$ cat config.mk
export PLATFORM = sky130hd
export DESIGN_NAME = exram_portb_arbiter
export DESIGN_NICKNAME = d
export VERILOG_FILES = /design/src/rtl/exram_portb_arbiter.sv
export SDC_FILE = /design/constraint.sdc
export NUM_CORES = 1
export LEC_CHECK = 0
export CORE_MARGIN = 2
export CORE_UTILIZATION = 37
export CTS_BUF_LIST = sky130_fd_sc_hd__clkbuf_16
export DETAILED_ROUTE_END_ITERATION = 7
export HOLD_SLACK_MARGIN = 0.1
export MAX_ROUTING_LAYER = met4
export PLACE_DENSITY = 0.78
export SLEW_MARGIN = 0
export SYNTH_ARGS = -nofsm -noshare
export SYNTH_HDL_FRONTEND = slang
export SYNTH_SLANG_ARGS = --single-unit
$ cat constraint.sdc
create_clock -name clk -period 1.83 [get_ports clk]
set_clock_uncertainty 0.15 [all_clocks]
set_input_delay 0.366 -clock clk [delete_from_list [all_inputs] [get_ports clk]]
set_output_delay 0.366 -clock clk [all_outputs]
set_load 0.1 [all_outputs]
$ cat src/rtl/exram_portb_arbiter.sv
// Round-robin arbiter sharing EXRAM port B between the display fetch engine
// (requester 0) and the host loader (requester 1), with in-order tagged read return.
module exram_portb_arbiter #(
    parameter int unsigned AW       = 16,
    parameter int unsigned DW       = 16,
    parameter int unsigned READ_LAT = 1
) (
    input  logic          clk,
    input  logic          reset,
    input  logic          req0,
    input  logic          we0,
    input  logic [AW-1:0] addr0,
    input  logic [DW-1:0] wdata0,
    output logic          gnt0,
    output logic          rvalid0,
    input  logic          req1,
    input  logic          we1,
    input  logic [AW-1:0] addr1,
    input  logic [DW-1:0] wdata1,
    output logic          gnt1,
    output logic          rvalid1,
    output logic [DW-1:0] rdata,
    output logic [AW-1:0] address_b,
    output logic [DW-1:0] data_b,
    output logic          wren_b,
    input  logic [DW-1:0] q_b
);

    localparam int unsigned DEPTH = READ_LAT + 1;

    logic             last;
    logic [DEPTH-1:0] tag_vld;
    logic [DEPTH-1:0] tag_id;
    logic [AW-1:0]    win_addr;
    logic [DW-1:0]    win_data;
    logic             win_we;
    logic             push_rd;

    // Grant: on a tie the requester not served last wins; nothing granted in reset.
    always_comb begin
        gnt0     = 1'b0;
        gnt1     = 1'b0;
        if (!reset) begin
            gnt0 = req0 & (~req1 | last);
            gnt1 = req1 & (~req0 | ~last);
        end
        win_addr = gnt1 ? addr1  : addr0;
        win_data = gnt1 ? wdata1 : wdata0;
        win_we   = gnt1 ? we1    : we0;
        push_rd  = (gnt0 | gnt1) & ~win_we;
    end

    // Port-B drive, round-robin history and read tag pipeline.
    always_ff @(posedge clk) begin
        if (reset) begin
            last      <= 1'b1;
            address_b <= '0;
            data_b    <= '0;
            wren_b    <= 1'b0;
            tag_vld   <= '0;
            tag_id    <= '0;
            rvalid0   <= 1'b0;
            rvalid1   <= 1'b0;
            rdata     <= '0;
        end else begin
            tag_vld <= {tag_vld[DEPTH-2:0], push_rd};
            tag_id  <= {tag_id[DEPTH-2:0], gnt1};
            rvalid0 <= tag_vld[DEPTH-1] & ~tag_id[DEPTH-1];
            rvalid1 <= tag_vld[DEPTH-1] & tag_id[DEPTH-1];
            if (tag_vld[DEPTH-1]) begin
                rdata <= q_b;
            end
            wren_b <= 1'b0;
            if (gnt0 | gnt1) begin
                last      <= gnt1;
                address_b <= win_addr;
                data_b    <= win_data;
                wren_b    <= win_we;
            end
        end
    end

endmodule

---- Yosys cells after proc, flatten, opt, wreduce, memory -nomap -nowiden ----
Index checks and enable logic that the tools add are counted.
storage, ports and cells
  register bits after elaboration ......... 56
  latch bits .............................. 0
  RAM bits ................................ 0
  ROM bits ................................ 0
  input port bits ......................... 86
  output and inout port bits .............. 53
  logic and storage cells ................. 29
  memories kept ........................... 0
operators by class
  add/subtract/negate cells ............... 0
  multipliers ............................. 0
  div/mod/pow operators ................... 0
  magnitude comparators ................... 0
  equal/unequal tests ..................... 0
  shift operators ......................... 0
  mux-type cells .......................... 5
  bitwise operators ....................... 14
  reductions and logical operators ........ 1
operators by type and width
  kind                number
  16-bit 2-to-1 mux   2
  1-bit NOT           6
  1-bit AND           5
  1-bit 2-to-1 mux    3
  1-bit OR            3
  2-bit OR reduction  1

---- Depth between registers and ports, before layout ----
Gate-level depths: netlist of run 1.
  word-level depth ........................ 7
  gate-level depth with buffers ........... 5
  depth with buffers taken out ............ 3

---- Worst setup path before layout of run 1 ----
Ideal clock, no wire load.
  kind .................................... input-to-output
  start ................................... in req1
  end ..................................... out gnt0
  arrival time ............................ 1,611 ps
  required time ........................... 1,314 ps
  path slack .............................. -297 ps
  stages on the path ...................... 4
  path through ............................ buf_2 -> clkbuf_1 -> a21oi_1 -> and2_1
on the way
  word-level cells in the longest chain between the ends .. 4
ends and longest elaborated chain
  item                RTL line  source
  start: declaration  16        input logic req1,
  1-bit NOT           44        gnt0 = req0 & (~req1 | last);
  1-bit OR            44
  1-bit AND           44
  1-bit 2-to-1 mux    43        if (!reset) begin
  end: declaration    14        output logic gnt0,
No other way between the ends.

---- Worst setup path after layout of run 1 ----
  start ................................... in req0
  end ..................................... out gnt1
on the way
  word-level cells in the longest chain between the ends .. 4
ends and longest elaborated chain
  item                RTL line  source
  start: declaration  10        input logic req0,
  1-bit NOT           45        gnt1 = req1 & (~req0 | ~last);
  1-bit OR            45
  1-bit AND           45
  1-bit 2-to-1 mux    43
  end: declaration    20        output logic gnt1,
No other way between the ends.

==> results.json, run 1 <==
{
  "status": "complete, no violations",
  "ys_types": 24,
  "max_stage_delay_ns": 0.31,
  "p_switching_uw": 1277,
  "synth_nets": 316,
  "cts_max_level": 2,
  "endpoint_kind": "output port",
  "p_leak_uw": 0.001812,
  "cp_cell_sequence": "clkdlybuf4s15_1 -> nand2_2 -> and3_4 -> buf_12",
  "overflow": 0,
  "drtIter0Drc": 135,
  "dieWidth_um": 83.18,
  "rows": 28,
  "ys_seq_area_share_pct": 48.33,
  "hpwl_um": 5616,
  "clk_pin_slew_ns": 0.08,
  "start_util_pct": 38.72,
  "crit_family": "buffers and inverters",
  "drv_cap": 0,
  "r2r-end": "address_b[13]",
  "vias": 2461,
  "max_slew_margin_pct": 49.58,
  "rr_worst_depth": 4,
  "die-area_um2": 6919,
  "synthCells": 230,
  "r2r_slack_ns": 0.30,
  "first_pass_iters": 4,
  "clkPwrFrac_pct": 26.5,
  "yosys_warnings": 0,
  "drv_slew": 0,
  "fin_nets": 450,
  "critPathBufInv": 2,
  "grt_setup_unrepaired": "no",
  "n_antenna_cell": 0,
  "cp.required_ns": 1.31,
  "die_h_um": 83.18,
  "cp_slowest_cell": "clkdlybuf4s15_1",
  "intPower_uw": 2340,
  "numCtsBuffers": 5,
  "min_period_over_period_pct": 97.02,
  "avgSynthCellArea_um2": 10.09,
  "grt_util_all_layers_pct": 23.71,
  "ant_nets": 0,
  "path_class": "input port to output port",
  "antenna_found_initial": 0,
  "peakVddDrop_uv": 453.9,
  "r2r_start": "last",
  "drive_gt1_share_pct": 23.01,
  "combPwrFrac_pct": 35.3,
  "critPathLaunchType": "input port",
  "hold_start": "tag_id[1]",
  "io_pins": 139,
  "grt_pass1_vias": 2545,
  "cts_sinks": 56,
  "power_density_nw_per_um2": 808.9,
  "seqPwrFrac_pct": 38.2,
  "ys_ff_latch": 56,
  "clk_latency_ns": 0.30,
  "fin_crit_ns": 1.776,
  "drc": 0,
  "worstHoldPathCells": 1,
  "wl_per_cell_um": 18.24,
  "arrival_ns": 1.26,
  "core_um2": 5991,
  "worst_slew_pin_slew_ns": 0.7539,
  "design_power_total_uw": 3616,
  "routed_wl_um": 8025,
  "syn_to_final_growth_pct": 92.72,
  "grt_max_degree": 33,
  "netlist_area_um2": 2320,
  "io_buffers": 138,
  "whs_endpoint": "rvalid0",
  "vias_per_cell": 5.593,
  "clockBufferDepth": 2,
  "setup_viol": 0,
  "cts_tree": "built",
  "root_buffer": "clkbuf_16",
  "grt_pass1_wl_um": 12970,
  "place_congestion": 0.7765,
  "tns_ns": 0,
  "swShare_pct": 35.30,
  "max_clock_freq_mhz": 563.2,
  "hold_path.class": "register to register",
  "hold_violations": 0,
  "critPathMaxFanout": 4
}
[how the worst max path moves through the flow]
stage | startpoint | to | depth (start not counted)
finish | req0 | gnt1 | 4
CTS | last | gnt0 | 4
global route | last | gnt0 | 4
detailed placement | req0 | data_b[2] | 3
global placement | req0 | data_b[8] | 3
floorplan | req1 | gnt0 | 4
[cell usage in the layout, fill, tap and decap left out, types with 2 or more instances in the layout]
cell / n
a2111oi_0: 28
a2111oi_1: 4
a221o_1: 32
and3_1: 2
buf_12: 53
buf_2: 2
buf_4: 11
clkbuf_16: 5
clkdlybuf4s50_1: 82
dfxtp_1: 56
inv_1: 34
mux2i_1: 16
nor2_1: 18
nor2b_1: 2
nor3_4: 2
[stage by stage]
stage,util [%],hold WS (ns),setup WS (ns),cell area [um2],instances
CTS,74.44,0.2739,0.02849,4459,440
finish,74.62,0.2726,0.05445,4471,440
floorplan,-,0.2392,0.1145,2322,230
global route,74.62,0.2963,0.002502,4471,440
detailed placement,71.47,0.2581,-0.5761,4282,429
global placement,71.47,0.2452,-0.5133,4282,429
[routing by layer]
| layer | part of all wire (%) | global-route usage [%] | routed length (um) | vias to the layer above |
|---|---|---|---|---|
| li1 | - | - | - | 1132 |
| met1 | 41 | 28.41 | 3289 | 1166 |
| met2 | 49 | 39.22 | 3969 | 142 |
| met3 | 6.5 | 4.871 | 522 | 21 |
| met4 | 3.0 | 9.091 | 243 | 0 |
| met5 | 0 | - | 0 | - |
[flip-flops by register name (all words and copies together), names as in the netlist]
| signal | count |
|---|---|
| address_b | 16 |
| data_b | 16 |
| rdata | 16 |
| tag_id | 2 |
| tag_vld | 2 |
| last | 1 |
| rvalid0 | 1 |
| rvalid1 | 1 |
| wren_b | 1 |
[cell usage after synthesis (all sizes together)]
| cell type | n | area (um2) |
|---|---|---|
| a2111oi | 32 | 280.3 |
| a21oi | 1 | 5.000 |
| a221o | 32 | 320.3 |
| a31oi | 1 | 6.260 |
| and2 | 1 | 6.260 |
| and3 | 3 | 23.77 |
| and4 | 1 | 8.760 |
| buf | 10 | 73.81 |
| clkbuf | 15 | 56.30 |
| dfxtp | 56 | 1121 |
| inv | 36 | 135.1 |
| mux2i | 16 | 160.2 |
| nand2 | 1 | 6.260 |
| nor2 | 18 | 67.56 |
| nor2b | 2 | 12.51 |
| nor3 | 1 | 10.01 |
| nor3b | 1 | 7.510 |
| nor4 | 1 | 6.260 |
| o21a | 1 | 7.510 |
| o21ai | 1 | 5.000 |
[power by group through the flow]
stage	combinational (uW)	clock (uW)	sequential (uW)
after floorplan	205	0	1880
after global placement	1240	0	1400
after detailed placement	1260	0	1410
after CTS	1270	977	1380
after global routing	1320	1030	1390
final	1280	959	1380
[final cells by class]
type / count / area, um2
Timing Repair Buffer: 150 / 1996
Fill cell: 405 / 1520
Sequential cell: 56 / 1121
Multi-Input combinational cell: 115 / 974.7
Inverter: 36 / 137.6
Clock buffer: 5 / 125.1
Tap cell: 75 / 93.84
Clock inverter: 3 / 22.52
[timing repair]
item | CTS | global route
resized for setup | 9 | 6
hold buffers | 0 | 0
endpoints found under the hold margin | 0 | 0
setup endpoints to repair | 34 | 4
setup buffers | 1 | 0
cloned | 2 | 0
pin swaps | 2 | 0
[cells by family (layout without fill, tap and decap cells)]
family,count (synthesis),in the layout,share of synthesized area [%]
compound gates,68,68,26.91
buf+inv,61,194,11.43
flops,56,56,48.33
simple gates,29,31,6.419
mux,16,16,6.904
Power figures use the tool's default switching activity.
==> run 2: changes to the inputs <==
--- a/config.mk
+++ b/config.mk
@@ -5,13 +5,12 @@
 export SDC_FILE = /design/constraint.sdc
 export NUM_CORES = 1
 export LEC_CHECK = 0
-export CORE_MARGIN = 2
-export CORE_UTILIZATION = 37
+export CORE_UTILIZATION = 35
 export CTS_BUF_LIST = sky130_fd_sc_hd__clkbuf_16
 export DETAILED_ROUTE_END_ITERATION = 7
 export HOLD_SLACK_MARGIN = 0.1
 export MAX_ROUTING_LAYER = met4
-export PLACE_DENSITY = 0.78
+export PLACE_DENSITY_LB_ADDON = 0.05
 export SLEW_MARGIN = 0
 export SYNTH_ARGS = -nofsm -noshare
 export SYNTH_HDL_FRONTEND = slang
==> results.json, run 2 (synthesized netlist as in run 1, its figures left out) <==
{
  "status": "complete, no violations",
  "instances_no_fill": 444,
  "wl_per_cell_um": 16.06,
  "swShare_pct": 34.76,
  "core_um2": 6386,
  "hold_violations": 0,
  "cts_sinks": 56,
  "start_util_pct": 36.32,
  "routed_wl_um": 7132,
  "overflow": 0,
  "path_class": "input port to output port",
  "peakVddDrop_uv": 616.4,
  "endpoint_kind": "output port",
  "antenna_found_initial": 0,
  "design_power_total_uw": 3581,
  "io_pins": 139,
  "numCtsBuffers": 5,
  "drv_slew": 0,
  "die-area_um2": 6957,
  "clk_pin_slew_ns": 0.07,
  "hold_path.class": "register to register",
  "min_period_over_period_pct": 97.37,
  "grt_pass1_wl_um": 11380,
  "hpwl_um": 4957,
  "cts_tree": "built",
  "grt_max_degree": 34,
  "clockBufferDepth": 2,
  "max_clock_freq_mhz": 561.2,
  "setup_viol": 0,
  "drtIter0Drc": 116,
  "cts_max_level": 2,
  "arrival_ns": 1.27,
  "intPower_uw": 2336,
  "io_buffers": 138,
  "tns_ns": 0,
  "seqPwrFrac_pct": 38.5,
  "dpl_worst_slack_ns": -0.5314,
  "rows": 29,
  "vias": 2378,
  "combPwrFrac_pct": 35.4,
  "critPathLaunchType": "input port",
  "clkPwrFrac_pct": 26.1,
  "syn_to_final_growth_pct": 93.58,
  "vias_per_cell": 5.356,
  "critPathMaxFanout": 5,
  "grt_util_all_layers_pct": 20.81,
  "drc": 0,
  "final_common_cell": "clkdlybuf4s50_1",
  "fin_nets": 452,
  "dieWidth_um": 83.41,
  "post-route-util_pct": 70.32,
  "first_pass_iters": 4,
  "fin_crit_ns": 1.782,
  "cts_hold_buf": 0,
  "fin_ws_ns": 0.04809,
  "ant_nets": 0,
  "root_buffer": "clkbuf_16",
  "grt_setup_unrepaired": "yes",
  "drv_cap": 0,
  "reg_top3": "address_b (16), data_b (16), rdata (16)",
  "worst_slew_pin_slew_ns": 0.7478,
  "cp.required_ns": 1.31,
  "place_inst": 434,
  "final_cell_mix": "clkdlybuf4s50_1 (82), dfxtp_1 (56), buf_12 (54), inv_1 (35)",
  "p_leak_uw": 0.001823,
  "clk_latency_ns": 0.29,
  "grt_pass1_vias": 2342,
  "die_h_um": 83.41,
  "max_slew_margin_pct": 49.99,
  "p_switching_uw": 1245,
  "place_congestion": 0.7124,
  "n_antenna_cell": 0,
  "power_density_nw_per_um2": 797.5,
  "drive_gt1_share_pct": 23.43
}
## run 2: cell type report
type	count	area, um2
Inverter	36	137.6
Fill cell	502	1896
Tap cell	77	96.34
Timing Repair Buffer	153	2028
Clock inverter	3	20.02
Multi-Input combinational cell	114	962.2
Sequential cell	56	1121
Clock buffer	5	125.1
## run 2: timing repair
action,CTS,global route
pin swaps,1,0
cloned,1,0
setup endpoints to repair,34,18
resized for setup,5,4
endpoints found under the hold margin,0,0
buffers inserted,1,0
## run 2: layer usage
layer  GRT usage, %  share of wire [%]  vias up
met3          3.678                5.2       14
li1               -                  -     1138
met1          25.37                 45     1125
met5              -                  0        -
met4          8.475                2.2        0
met2          34.13                 47      101
## run 2: critical path, stage by stage
cell             delay [ns]
clkdlybuf4s15_2        0.24
buf_4                  0.18
a21oi_2                0.14
and2_4                 0.16
buf_12                 0.16
## run 2: metrics by stage
step	instance area, um2	hold slack (ns)
3_3_place_gp	4319	0.2473
5_1_grt	4491	0.3008
4_1_cts	4484	0.2624
3_5_place_dp	4319	0.2511
2_1_floorplan	2322	0.2392
6_report	4491	0.2611
## run 2: path summary, 6_finish.rpt
path	startpoint	end	slack, ns	cells past startpoint
worst min-delay path	tag_id[1]	rvalid0	0.26	1
worst max-delay path	req1	gnt0	0.05	5
worst min register to register	tag_id[1]	rvalid0	0.26	1
worst max register to register	last	data_b[15]	0.20	4
## run 2: power by group through the flow
stage / logic, uW / clock network [uW] / registers [uW]
after floorplan: 205 / 0 / 1880
after global placement: 1260 / 0 / 1400
after detailed placement: 1260 / 0 / 1400
after CTS: 1270 / 949 / 1380
after global routing: 1310 / 993 / 1390
final: 1270 / 933 / 1380
==> run 3: changes to the inputs <==
--- a/config.mk
+++ b/config.mk
@@ -11,7 +11,7 @@
 export HOLD_SLACK_MARGIN = 0.1
 export MAX_ROUTING_LAYER = met4
 export PLACE_DENSITY_LB_ADDON = 0.05
-export SLEW_MARGIN = 0
+export SLEW_MARGIN = 30
 export SYNTH_ARGS = -nofsm -noshare
 export SYNTH_HDL_FRONTEND = slang
 export SYNTH_SLANG_ARGS = --single-unit
==> results.json, run 3 (synthesized netlist as in run 1, its figures left out) <==
{
  "clk_pin_slew_ns": 0.07,
  "hold_path.class": "register to register",
  "intPower_uw": 2477,
  "clockBufferDepth": 2,
  "vias": 2342,
  "cp_slowest_cell": "dlygate4sd2_1",
  "cts_hold_buf": 0,
  "seqPwrFrac_pct": 37.0,
  "drv_slew": 0,
  "vias_per_cell": 5.263,
  "path_class": "input port to output port",
  "start_util_pct": 36.32,
  "routed_wl_um": 6983,
  "critPathLaunchType": "input port",
  "drtIter0Drc": 115,
  "p_switching_uw": 1251,
  "io_buffers": 138,
  "antenna_found_initial": 0,
  "max_stage_delay_ns": 0.29,
  "cts_sinks": 56,
  "root_buffer": "clkbuf_16",
  "power_density_nw_per_um2": 824.6,
  "critPathBufInv": 3,
  "crit_family": "buffers and inverters",
  "grt_util_all_layers_pct": 20.39,
  "combPwrFrac_pct": 34.0,
  "cts_tree": "built",
  "rows": 29,
  "worstHoldPathCells": 1,
  "clkPwrFrac_pct": 29.0,
  "status": "complete, no violations",
  "max_clock_freq_mhz": 557.7,
  "fin_nets": 453,
  "drc": 0,
  "endpoint_kind": "output port",
  "instances_no_fill": 445,
  "worst_slew_pin_slew_ns": 0.6869,
  "min_period_over_period_pct": 97.98,
  "reg_top3": "address_b (16), data_b (16), rdata (16)",
  "drv_cap": 0,
  "final_cell_mix": "clkdlybuf4s50_1 (82), dfxtp_1 (56), buf_12 (54), inv_1 (34)",
  "place_congestion": 0.7124,
  "critPathMaxFanout": 5,
  "core_um2": 6386,
  "cp.required_ns": 1.31,
  "dieWidth_um": 83.41,
  "ant_nets": 0,
  "design_power_total_uw": 3728,
  "n_antenna_cell": 0,
  "cts_max_level": 2,
  "clk_latency_ns": 0.29,
  "swShare_pct": 33.55,
  "arrival_ns": 1.28,
  "place_inst": 435,
  "hold_violations": 0,
  "grt_pass1_wl_um": 11150,
  "syn_to_final_growth_pct": 94.88,
  "cp_cell_sequence": "dlygate4sd2_1 -> buf_6 -> a21oi_2 -> and2_4 -> buf_12",
  "fin_crit_ns": 1.793,
  "die-area_um2": 6957,
  "overflow": 0,
  "critical_path_depth": 5,
  "drive_gt1_share_pct": 23.37,
  "die_h_um": 83.41,
  "setup_viol": 0,
  "hpwl_um": 4947,
  "peakVddDrop_uv": 782.8,
  "wl_per_cell_um": 15.69,
  "rr_worst_depth": 4,
  "numCtsBuffers": 5,
  "multi_input_area_um2": 945.9,
  "fillers": 472,
  "max_slew_margin_pct": 54.06,
  "final_common_cell": "clkdlybuf4s50_1",
  "grt_pass1_vias": 2296,
  "io_pins": 139,
  "seqCellArea_um2": 1121,
  "first_pass_iters": 4,
  "grt_max_degree": 34,
  "p_leak_uw": 0.001841
}
==> run 3: cell types whose count changed in the layout (fill, tap and decap cells not counted) <==
| cell | previous run | this run |
|---|---|---|
| buf_6 | 0 | 2 |
| bufinv_16 | 0 | 1 |
| clkbuf_2 | 1 | 0 |
| clkdlybuf4s15_2 | 1 | 0 |
| clkinv_2 | 0 | 1 |
| clkinv_4 | 1 | 0 |
| dlygate4sd2_1 | 0 | 2 |
| inv_1 | 35 | 34 |
| nor3_4 | 2 | 1 |
==> run 3: cell type report <==
| type | count | share of cell area (%) |
|---|---|---|
| clock buffer | 5 | 2.768 |
| clock inverter | 3 | 0.9410 |
| inverter | 36 | 3.045 |
| multi-input combinational | 113 | 20.92 |
| sequential | 56 | 24.80 |
| tap | 77 | 2.131 |
| timing repair buffer | 155 | 45.39 |
==> run 3: stage by stage <==
stage	util, %	setup slack, ns	instance area (um2)	hold WS [ns]	setup TNS, ns
6_report	70.79	0.03690	4521	0.2661	0
5_1_grt	70.79	-0.002570	4521	0.3098	-0.002570
4_1_cts	70.45	0.01508	4499	0.2637	0
3_5_place_dp	67.81	-0.3065	4330	0.2522	-9.431
3_3_place_gp	67.63	-0.5193	4319	0.2473	-17.06
2_1_floorplan	-	0.1145	2322	0.2392	0
==> run 3: worst paths after layout <==
kind | startpoint | end | slack [ns]
max reg2reg | last | data_b[15] | 0.22
min | tag_id[1] | rvalid0 | 0.27
max | req1 | gnt0 | 0.04
min reg2reg | tag_id[1] | rvalid0 | 0.27
==> run 3: power by group through the flow <==
stage	logic [uW]	clock network [uW]	registers [uW]
CTS	1270	1100	1380
floorplan	205	0	1880
finish	1270	1080	1380
global placement	1260	0	1400
global route	1310	1150	1390
detailed placement	1270	0	1400
==> run 3: metal layers <==
layer  up-vias  wire length (um)  track usage [%]
met2       106              3236            31.37
met5         -                 0                -
met4         0               197            9.091
met1      1085              3136            25.90
li1       1131                 -                -
met3        20               412            4.175
==> run 3: timing repair <==
action,CTS,global route
endpoints found under the setup margin,2,2
setup buffers,0,2
gates resized for setup,3,2
gates cloned,0,0
